### config.mk
export PLATFORM = sky130hd
export DESIGN_NAME = pipe_hold_ctrl_flat
export DESIGN_NICKNAME = d
export VERILOG_FILES = /design/src/rtl/pipe_hold_ctrl_if.sv /design/src/rtl/pipe_hold_ctrl.sv /design/src/flat_wrapper.sv
export SDC_FILE = /design/constraint.sdc
export NUM_CORES = 1
export LEC_CHECK = 0
export ABC_CLOCK_PERIOD_IN_PS = 5000
export BUFFER_PORTS_ARGS = -buffer_cell sky130_fd_sc_hd__clkbuf_2
export CORE_UTILIZATION = 33
export DETAILED_ROUTE_END_ITERATION = 8
export PLACE_DENSITY = 0.71
export SKIP_CTS_REPAIR_TIMING = 1
export SYNTH_ARGS = -nofsm -noshare
export SYNTH_HDL_FRONTEND = slang
export SYNTH_SLANG_ARGS = --single-unit
export TNS_END_PERCENT = 1
### constraint.sdc
create_clock -name clk_i -period 5 [get_ports clk_i]
set_input_delay 0 -clock clk_i [delete_from_list [all_inputs] [get_ports clk_i]]
set_output_delay 0 -clock clk_i [all_outputs]
set_load 0.01 [all_outputs]
### src/rtl/pipe_hold_ctrl_if.sv
// Request/flag bundle between the pipeline sequencer and its clients.
// slave: sequencer side (takes requests, drives flags); master: client side.
interface pipe_hold_ctrl_if #(
  parameter int unsigned ADDR_W = 32
);
  logic              jump_i;
  logic [ADDR_W-1:0] jump_addr_i;
  logic              load_use_i;
  logic              ex_busy_i;
  logic              bus_wait_i;
  logic              irq_hold_i;
  logic [1:0]        hold_if_id_o;
  logic [1:0]        hold_id_ex_o;
  logic              pc_hold_o;
  logic              jump_o;
  logic [ADDR_W-1:0] jump_addr_o;
  logic              stall_timeout_o;
  logic [31:0]       perf_stall_o;
  logic [31:0]       perf_flush_o;

  modport slave (
    input  jump_i, jump_addr_i,
    input  load_use_i, ex_busy_i,
    input  bus_wait_i, irq_hold_i,
    output hold_if_id_o, hold_id_ex_o,
    output pc_hold_o, jump_o, jump_addr_o,
    output stall_timeout_o,
    output perf_stall_o, perf_flush_o
  );

  modport master (
    output jump_i, jump_addr_i,
    output load_use_i, ex_busy_i,
    output bus_wait_i, irq_hold_i,
    input  hold_if_id_o, hold_id_ex_o,
    input  pc_hold_o, jump_o, jump_addr_o,
    input  stall_timeout_o,
    input  perf_stall_o, perf_flush_o
  );
endinterface

### src/rtl/pipe_hold_ctrl.sv
// Pipeline sequencer: merges stall/flush requests into if_id/id_ex hold
// flags and PC hold/redirect; owns post-jump flush, pending jump, watchdog.
// Ports: clk_i, rst_i (async, active-high), bus (pipe_hold_ctrl_if.slave).
// Flags: 0=Flow 1=Hold 2=Clear. Macro PIPE_CTRL_PERF_EN adds perf counters.
module pipe_hold_ctrl #(
  parameter int unsigned FLUSH_EXTRA = 1,
  parameter int unsigned STALL_MAX   = 255,
  parameter int unsigned ADDR_W      = 32
) (
  input  logic clk_i,
  input  logic rst_i,
  pipe_hold_ctrl_if.slave bus
);

  localparam logic [1:0] PIPE_FLOW  = 2'd0;
  localparam logic [1:0] PIPE_HOLD  = 2'd1;
  localparam logic [1:0] PIPE_CLEAR = 2'd2;

  localparam int unsigned SCNT_W = $clog2(STALL_MAX + 1);
  localparam logic [SCNT_W-1:0] SMAX = SCNT_W'(STALL_MAX);
  localparam logic [2:0] FX = 3'(FLUSH_EXTRA);

  typedef enum logic {
    RUN,
    FLUSH
  } state_e;

  state_e            state_q, state_d;
  logic [2:0]        fcnt_q, fcnt_d;
  logic              pend_q, pend_d;
  logic [ADDR_W-1:0] paddr_q, paddr_d;
  logic [SCNT_W-1:0] scnt_q, scnt_d;
  logic              tout_q;

  logic [1:0]        ifid, idex;
  logic              pc_hold, jump;
  logic [ADDR_W-1:0] jaddr;

  always_comb begin
    ifid    = PIPE_FLOW;
    idex    = PIPE_FLOW;
    pc_hold = 1'b0;
    jump    = 1'b0;
    jaddr   = '0;
    state_d = state_q;
    fcnt_d  = fcnt_q;
    pend_d  = pend_q;
    paddr_d = paddr_q;
    if (rst_i) begin
      ifid = PIPE_CLEAR;
      idex = PIPE_CLEAR;
    end else if (bus.bus_wait_i || bus.irq_hold_i) begin
      // full freeze; a redirect seen now is parked until release
      ifid    = PIPE_HOLD;
      idex    = PIPE_HOLD;
      pc_hold = 1'b1;
      if (bus.jump_i) begin
        pend_d  = 1'b1;
        paddr_d = bus.jump_addr_i;
      end
    end else if (bus.jump_i || pend_q) begin
      ifid   = PIPE_CLEAR;
      idex   = PIPE_CLEAR;
      jump   = 1'b1;
      jaddr  = pend_q ? paddr_q : bus.jump_addr_i;
      pend_d = 1'b0;
      if (FLUSH_EXTRA == 0) begin
        state_d = RUN;
        fcnt_d  = '0;
      end else begin
        state_d = FLUSH;
        fcnt_d  = FX;
      end
    end else if (bus.ex_busy_i) begin
      ifid    = PIPE_HOLD;
      idex    = PIPE_HOLD;
      pc_hold = 1'b1;
    end else if (bus.load_use_i) begin
      ifid    = PIPE_HOLD;
      idex    = PIPE_CLEAR;
      pc_hold = 1'b1;
    end else if (state_q == FLUSH) begin
      // drop the stale fetch still arriving behind the redirect
      ifid   = PIPE_CLEAR;
      idex   = PIPE_FLOW;
      fcnt_d = fcnt_q - 3'd1;
      if (fcnt_q <= 3'd1) begin
        state_d = RUN;
        fcnt_d  = '0;
      end
    end
  end

  always_comb begin
    scnt_d = '0;
    if (pc_hold) begin
      scnt_d = (scnt_q == SMAX) ? scnt_q : scnt_q + 1'b1;
    end
  end

  always_ff @(posedge clk_i or posedge rst_i) begin
    if (rst_i) begin
      state_q <= RUN;
      fcnt_q  <= '0;
      pend_q  <= 1'b0;
      paddr_q <= '0;
      scnt_q  <= '0;
      tout_q  <= 1'b0;
    end else begin
      state_q <= state_d;
      fcnt_q  <= fcnt_d;
      pend_q  <= pend_d;
      paddr_q <= paddr_d;
      scnt_q  <= scnt_d;
      tout_q  <= (scnt_d == SMAX);
    end
  end

  assign bus.hold_if_id_o    = ifid;
  assign bus.hold_id_ex_o    = idex;
  assign bus.pc_hold_o       = pc_hold;
  assign bus.jump_o          = jump;
  assign bus.jump_addr_o     = jaddr;
  assign bus.stall_timeout_o = tout_q;

`ifdef PIPE_CTRL_PERF_EN
  logic [31:0] pstall_q;
  logic [31:0] pflush_q;

  always_ff @(posedge clk_i or posedge rst_i) begin
    if (rst_i) begin
      pstall_q <= '0;
      pflush_q <= '0;
    end else begin
      pstall_q <= pstall_q + {31'd0, pc_hold};
      pflush_q <= pflush_q + {31'd0, jump};
    end
  end

  assign bus.perf_stall_o = pstall_q;
  assign bus.perf_flush_o = pflush_q;
`else
  assign bus.perf_stall_o = '0;
  assign bus.perf_flush_o = '0;
`endif

endmodule

### src/flat_wrapper.sv
// flat-port wrapper written by rule: the top's interface ports become plain ports
module pipe_hold_ctrl_flat 
#(
  parameter int unsigned FLUSH_EXTRA = 1,
  parameter int unsigned STALL_MAX   = 255,
  parameter int unsigned ADDR_W      = 32
)
  (clk_i, rst_i, bus_jump_i, bus_jump_addr_i, bus_load_use_i, bus_ex_busy_i, bus_bus_wait_i, bus_irq_hold_i, bus_hold_if_id_o, bus_hold_id_ex_o, bus_pc_hold_o, bus_jump_o, bus_jump_addr_o, bus_stall_timeout_o, bus_perf_stall_o, bus_perf_flush_o);
  pipe_hold_ctrl_if #(.ADDR_W(ADDR_W)) bus_i ();
  input  logic clk_i;
  input  logic rst_i;
  input wire logic [$bits(bus_i.jump_i)-1:0] bus_jump_i;
  input wire logic [$bits(bus_i.jump_addr_i)-1:0] bus_jump_addr_i;
  input wire logic [$bits(bus_i.load_use_i)-1:0] bus_load_use_i;
  input wire logic [$bits(bus_i.ex_busy_i)-1:0] bus_ex_busy_i;
  input wire logic [$bits(bus_i.bus_wait_i)-1:0] bus_bus_wait_i;
  input wire logic [$bits(bus_i.irq_hold_i)-1:0] bus_irq_hold_i;
  output wire logic [$bits(bus_i.hold_if_id_o)-1:0] bus_hold_if_id_o;
  output wire logic [$bits(bus_i.hold_id_ex_o)-1:0] bus_hold_id_ex_o;
  output wire logic [$bits(bus_i.pc_hold_o)-1:0] bus_pc_hold_o;
  output wire logic [$bits(bus_i.jump_o)-1:0] bus_jump_o;
  output wire logic [$bits(bus_i.jump_addr_o)-1:0] bus_jump_addr_o;
  output wire logic [$bits(bus_i.stall_timeout_o)-1:0] bus_stall_timeout_o;
  output wire logic [$bits(bus_i.perf_stall_o)-1:0] bus_perf_stall_o;
  output wire logic [$bits(bus_i.perf_flush_o)-1:0] bus_perf_flush_o;
  assign bus_i.jump_i = bus_jump_i;
  assign bus_i.jump_addr_i = bus_jump_addr_i;
  assign bus_i.load_use_i = bus_load_use_i;
  assign bus_i.ex_busy_i = bus_ex_busy_i;
  assign bus_i.bus_wait_i = bus_bus_wait_i;
  assign bus_i.irq_hold_i = bus_irq_hold_i;
  assign bus_hold_if_id_o = bus_i.hold_if_id_o;
  assign bus_hold_id_ex_o = bus_i.hold_id_ex_o;
  assign bus_pc_hold_o = bus_i.pc_hold_o;
  assign bus_jump_o = bus_i.jump_o;
  assign bus_jump_addr_o = bus_i.jump_addr_o;
  assign bus_stall_timeout_o = bus_i.stall_timeout_o;
  assign bus_perf_stall_o = bus_i.perf_stall_o;
  assign bus_perf_flush_o = bus_i.perf_flush_o;
  pipe_hold_ctrl #(.FLUSH_EXTRA(FLUSH_EXTRA), .STALL_MAX(STALL_MAX), .ADDR_W(ADDR_W)) u_core (.clk_i(clk_i), .rst_i(rst_i), .bus(bus_i));
endmodule
Word level (Yosys, flattened, before mapping)
Cells that the tools add are included.
Widths: inputs -> output; s select.
{"block": "word_totals", "regBits": 46}
{"block": "classes", "addsub": 2, "order_cmp": 1, "eq_ne": 5, "muxes": 38, "bitwise": 2, "n_reduce_logical": 8}
{"operator": "$mux 32", "count": 4}
{"operator": "$mux 2", "count": 11}
{"operator": "$eq 8x8->1 const B", "count": 2}
{"operator": "$mux 1", "count": 16}
{"operator": "$mux 8", "count": 2}
{"operator": "$mux 3", "count": 5}
{"operator": "$add 8x1->8 const B", "count": 1}
{"operator": "$reduce_and 3->1", "count": 2}
{"operator": "$reduce_and 5->1", "count": 1}
{"operator": "$ne 2x1->1 const B", "count": 2}
{"operator": "$reduce_and 4->1", "count": 1}
{"operator": "$reduce_bool 2->1", "count": 2}
{"operator": "$le 3x1->1 const B", "count": 1}
{"operator": "$sub 3x1->3 const B", "count": 1}
{"operator": "$logic_or 1x1->1", "count": 2}
{"operator": "$ne 2x2->1 const B", "count": 1}
{"operator": "$not 1->1", "count": 2}

Logic depth before layout (Yosys ltp)
{"block": "depth", "ltp_word": 7, "depth_mapped": 8, "depth_no_buf": 6}

Least setup slack after synthesis
Ideal clock, no wire load.
{"block": "synth_timing", "path_kind": "input port to output port", "from": "in rst_i", "to": "out bus_jump_addr_o[10]", "t_arrival_ns": 2.085, "t_required_ns": 5.000, "setup_slack_ns": 2.915, "stages": 5, "n_path_buf": 2, "cell_sequence": "clkbuf_1 -> inv_1 -> nand3_1 -> buf_2 -> nor2_1"}
{"block": "synth_via", "elab_chain_cells": 1}
{"element": "start: declaration", "line_no": "flat_wrapper.sv:11", "rtl": "input logic rst_i;"}
{"element": "$mux 32", "line_no": "pipe_hold_ctrl.sv:49", "rtl": "if (rst_i) begin"}
{"element": "end: declaration", "line_no": "flat_wrapper.sv:22", "rtl": "output wire logic [$bits(bus_i.jump_addr_o)-1:0] bus_jump_addr_o;"}
Every way passes these cells.

Worst setup path after layout
{"block": "layout_timing", "from": "reg u_core.pend_q", "to": "out bus_jump_addr_o[31]"}
{"block": "layout_via", "elab_chain_cells": 4}
{"element": "start: declaration", "line_no": "pipe_hold_ctrl.sv:30", "rtl": "logic pend_q, pend_d;"}
{"element": "start signal: assignment", "line_no": "pipe_hold_ctrl.sv:112", "rtl": "pend_q <= pend_d;"}
{"element": "$mux 32 or $logic_or 1x1->1 (tied branches)", "line_no": "pipe_hold_ctrl.sv:65, pipe_hold_ctrl.sv:61"}
{"element": "$mux 32 (*)", "line_no": "pipe_hold_ctrl.sv:61", "rtl": "end else if (bus.jump_i || pend_q) begin"}
{"element": "$mux 32 (*)", "line_no": "pipe_hold_ctrl.sv:52", "rtl": "end else if (bus.bus_wait_i || bus.irq_hold_i) begin"}
{"element": "$mux 32 (*)", "line_no": "pipe_hold_ctrl.sv:49"}
Every way passes the cells marked *; elsewhere a longest branch is shown, timed or not.

==> insert_results.sql <==
INSERT INTO impl_metrics (metric_group, metric, value, unit) VALUES
('setup_path', 'worstPathCellList', 'or2_1 -> nand3_1 -> buf_4 -> nor2_1 -> clkbuf_2', ''),
('placement', 'port_buffers', '77', ''),
('finish', 'antenna_cells', '0', ''),
('placement', 'place_congestion', '0.8319', ''),
('synth', 'synth.top_cells.by_area', 'sky130_fd_sc_hd__dfrtp_1, sky130_fd_sc_hd__buf_4, sky130_fd_sc_hd__mux2_2', ''),
('timing', 'grt_setup_unrepaired', 'false', ''),
('cts', 'tritoncts.num_buffers', '5', ''),
('detailed_routing', 'wire_per_inst', '11.83', 'um'),
('setup_path', 'beginning_of_the_worst_register_to_register_path', 'u_core.pend_q', ''),
('global_route', 'grt_first_pass_wirelength', '9.584', 'mm'),
('synth', 'synth.most_common_cell', 'sky130_fd_sc_hd__buf_4', ''),
('setup_path', 'critPathRequiredTime', '5000', 'ps'),
('synth', 'netlist.area_leader.share', '37.32', '%'),
('synth', 'asyncSetResetFlopFracSynth', '100.0', '%'),
('finish', 'post_route_cells_drive_above_1_share', '30.70', '%'),
('synth', 'synth_common_cells', 'sky130_fd_sc_hd__buf_4, sky130_fd_sc_hd__dfrtp_1, sky130_fd_sc_hd__nor2_1', ''),
('timing', 'holdWs', '49.61', 'ps'),
('floorplanning', 'design.die.area', '9737', 'um2'),
('timing', 'finalSetupViolations', '0', ''),
('setup_path', 'crit_path_end_kind', 'primary output', ''),
('setup_path', 'worst-path-max-fanout', '34', ''),
('pwr', 'power.clock.fraction', '32.9', '%'),
('timing', 'fin_skew', '4.795', 'ps'),
('synth', 'synth-warning-count', '0', ''),
('floorplanning', 'die_w', '98.68', 'um'),
('detailed_routing', 'vias', '2347', ''),
('setup_path', 'worstPathBufferInverterCount', '2', ''),
('pwr', 'leakagePower', '0.001932', 'uW'),
('detailed_routing', 'drt_first_iter_violations', '44', ''),
('cts', 'path_clk_slew', '90', 'ps'),
('global_route', 'antenna_found_initial', '0', ''),
('setup_path', 'worst_path_top_cell_family_by_delay', 'flip-flops', ''),
('placement', 'numPlacedInstances', '485', ''),
('timing', 'setup_tns', '0', 'ps'),
('pwr', 'switching_share', '27.28', '%'),
('global_route', 'grt_start_max_net_pins', '48', ''),
('pwr', 'p_switching', '285.1', 'uW'),
('timing', 'achievable-frequency', '0.3470', 'GHz'),
('floorplanning', 'initial_utilization', '34.69', '%'),
('worst_hold_path', 'hold_crit_class', 'in2async', ''),
('timing', 'worst-slew-pin-transition', '970.1', 'ps'),
('floorplanning', 'io_pins', '142', ''),
('pwr', 'max-vdd-ir-drop', '0.1148', 'mV'),
('cts', 'clk_root_buffer_cell', 'sky130_fd_sc_hd__clkbuf_8', ''),
('detailed_routing', 'detailedRoute.firstPassIterationCount', '4', ''),
('timing', 'period_minus_slack', '2882', 'ps'),
('cts', 'cts_tree', 'yes', ''),
('pwr', 'power.density', '277.2', 'nW/um2'),
('setup_path', 'worstSetupStartpointType', 'flip-flop', ''),
('synth', 'avgSynthCellArea', '9.760', 'um2'),
('finish', 'syn_to_final_growth', '22.23', '%'),
('placement', 'hpwl', '4.042', 'mm'),
('synth', 'netlist.top_cell.by_area', 'sky130_fd_sc_hd__dfrtp_1', ''),
('pwr', 'comb_power_share', '22.1', '%'),
('job', 'cap_viol_max_count', '0', ''),
('pwr', 'power_internal', '760.0', 'uW'),
('cts', 'clkLatencyLatePin', '300', 'ps'),
('synth', 'ys_seq_area_share', '37.32', '%'),
('detailed_routing', 'number_of_vias_per_cell_after_detailed_routing', '4.470', ''),
('cts', 'cts_max_path_buffers', '2', ''),
('finish', 'finalNonFillerCells', '525', ''),
('timing', 'fin_crit_sh', '57.64', '%'),
('setup_path', 'crit_arrival', '2880', 'ps'),
('floorplanning', 'die-height', '98.68', 'um'),
('synth', 'synth_ff_type', 'sky130_fd_sc_hd__dfrtp_1', ''),
('timing', 'drv_slew', '0', ''),
('global_route', 'grt_remaining_overflow', '0', ''),
('run_status', 'run_status', 'complete, no violations', ''),
('synth', 'netlist_area_before_placement', '3084', 'um2'),
('setup_path', 'reg2reg_slack', '2730', 'ps'),
('detailed_routing', 'detail_route.wirelength', '6.213', 'mm');
-- cells by family after synthesis --
| group | count (synthesis) | share of synthesized area (%) |
|---|---|---|
| buffers and inverters | 90 | 19.15 |
| XOR/XNOR | 2 | 0.5681 |
| AND/OR/NAND/NOR | 84 | 12.86 |
| multiplexers | 66 | 22.72 |
| AO/OA/AOI/OAI | 24 | 6.045 |
| other | 1 | 0.1216 |
| flip-flops | 46 | 37.32 |
| adder cells (fa/ha/maj) | 3 | 1.217 |
-- stage by stage --
step / worst slack, ps / utilization (%) / power (uW) / cell area (um2)
after floorplan: 2915 / - / 667.3 / 3321
after global placement: 2518 / 37.19 / 683.0 / 3307
after detailed placement: 2429 / 37.19 / 691.4 / 3307
after CTS: 2083 / 38.80 / 1044 / 3450
after global routing: 1899 / 42.40 / 1113 / 3770
final: 2118 / 42.40 / 1045 / 3770
-- flip-flops by register name (all words and copies together), names as in the netlist --
register / cells
u_core.paddr_q: 32
u_core.scnt_q: 8
u_core.fcnt_q: 3
u_core.bus.stall_timeout_o: 1
u_core.pend_q: 1
u_core.state_q: 1
-- placed cells by master (no fill, tap or decap), types with 6 or more instances in the layout --
master and n:
sky130_fd_sc_hd__nand2_1 11, sky130_fd_sc_hd__nor2_1 44, sky130_fd_sc_hd__dfrtp_1 45, sky130_fd_sc_hd__nor3_1 6
sky130_fd_sc_hd__mux2_2 32, sky130_fd_sc_hd__mux2i_1 34, sky130_fd_sc_hd__clkbuf_2 77, sky130_fd_sc_hd__dlygate4sd3_1 32
sky130_fd_sc_hd__inv_1 7, sky130_fd_sc_hd__conb_1 64, sky130_fd_sc_hd__clkbuf_8 6, sky130_fd_sc_hd__nand3_1 6
-- worst register-to-register path: stages, from the launching register on --
cell,delay [ps]
sky130_fd_sc_hd__dfrtp_2,1010
sky130_fd_sc_hd__or2_1,360
sky130_fd_sc_hd__nand3_1,460
sky130_fd_sc_hd__a21o_1,350
-- layer usage --
metal	track usage, %	wire length [um]	up-vias	part of all wire (%)
li1	-	-	1143	-
met1	15.38	2666	1107	43
met2	20.69	3181	89	51
met3	3.404	266	8	4.3
met4	3.100	98	0	1.6
met5	0	0	-	0
-- how the worst max path moves through the flow --
stage	to	slack, ps	from	depth (start not counted)
floorplan	bus_jump_addr_o[10]	2920	rst_i	5
global placement	bus_jump_addr_o[21]	2520	u_core.pend_q	5
detailed placement	bus_jump_addr_o[10]	2430	u_core.pend_q	5
CTS	bus_jump_addr_o[10]	2080	u_core.pend_q	5
global route	bus_jump_addr_o[31]	1900	u_core.pend_q	5
finish	bus_jump_addr_o[31]	2120	u_core.pend_q	5
-- power by group through the flow --
stage	sequential (uW)	clock, uW	combinational (uW)
after floorplan	449	0	219
after global placement	475	0	208
after detailed placement	479	0	212
after CTS	471	360	213
after global routing	480	375	257
final	470	343	231
-- layout make-up --
type	instances	area, um2
Inverter	9	33.78
Timing Repair Buffer	111	720.7
Sequential cell	46	1152
Fill cell	877	5121
Clock buffer	6	82.58
Multi-Input combinational cell	243	1585
Tap cell	108	135.1
Clock inverter	2	60.06
(Power assumes the default switching activity.)
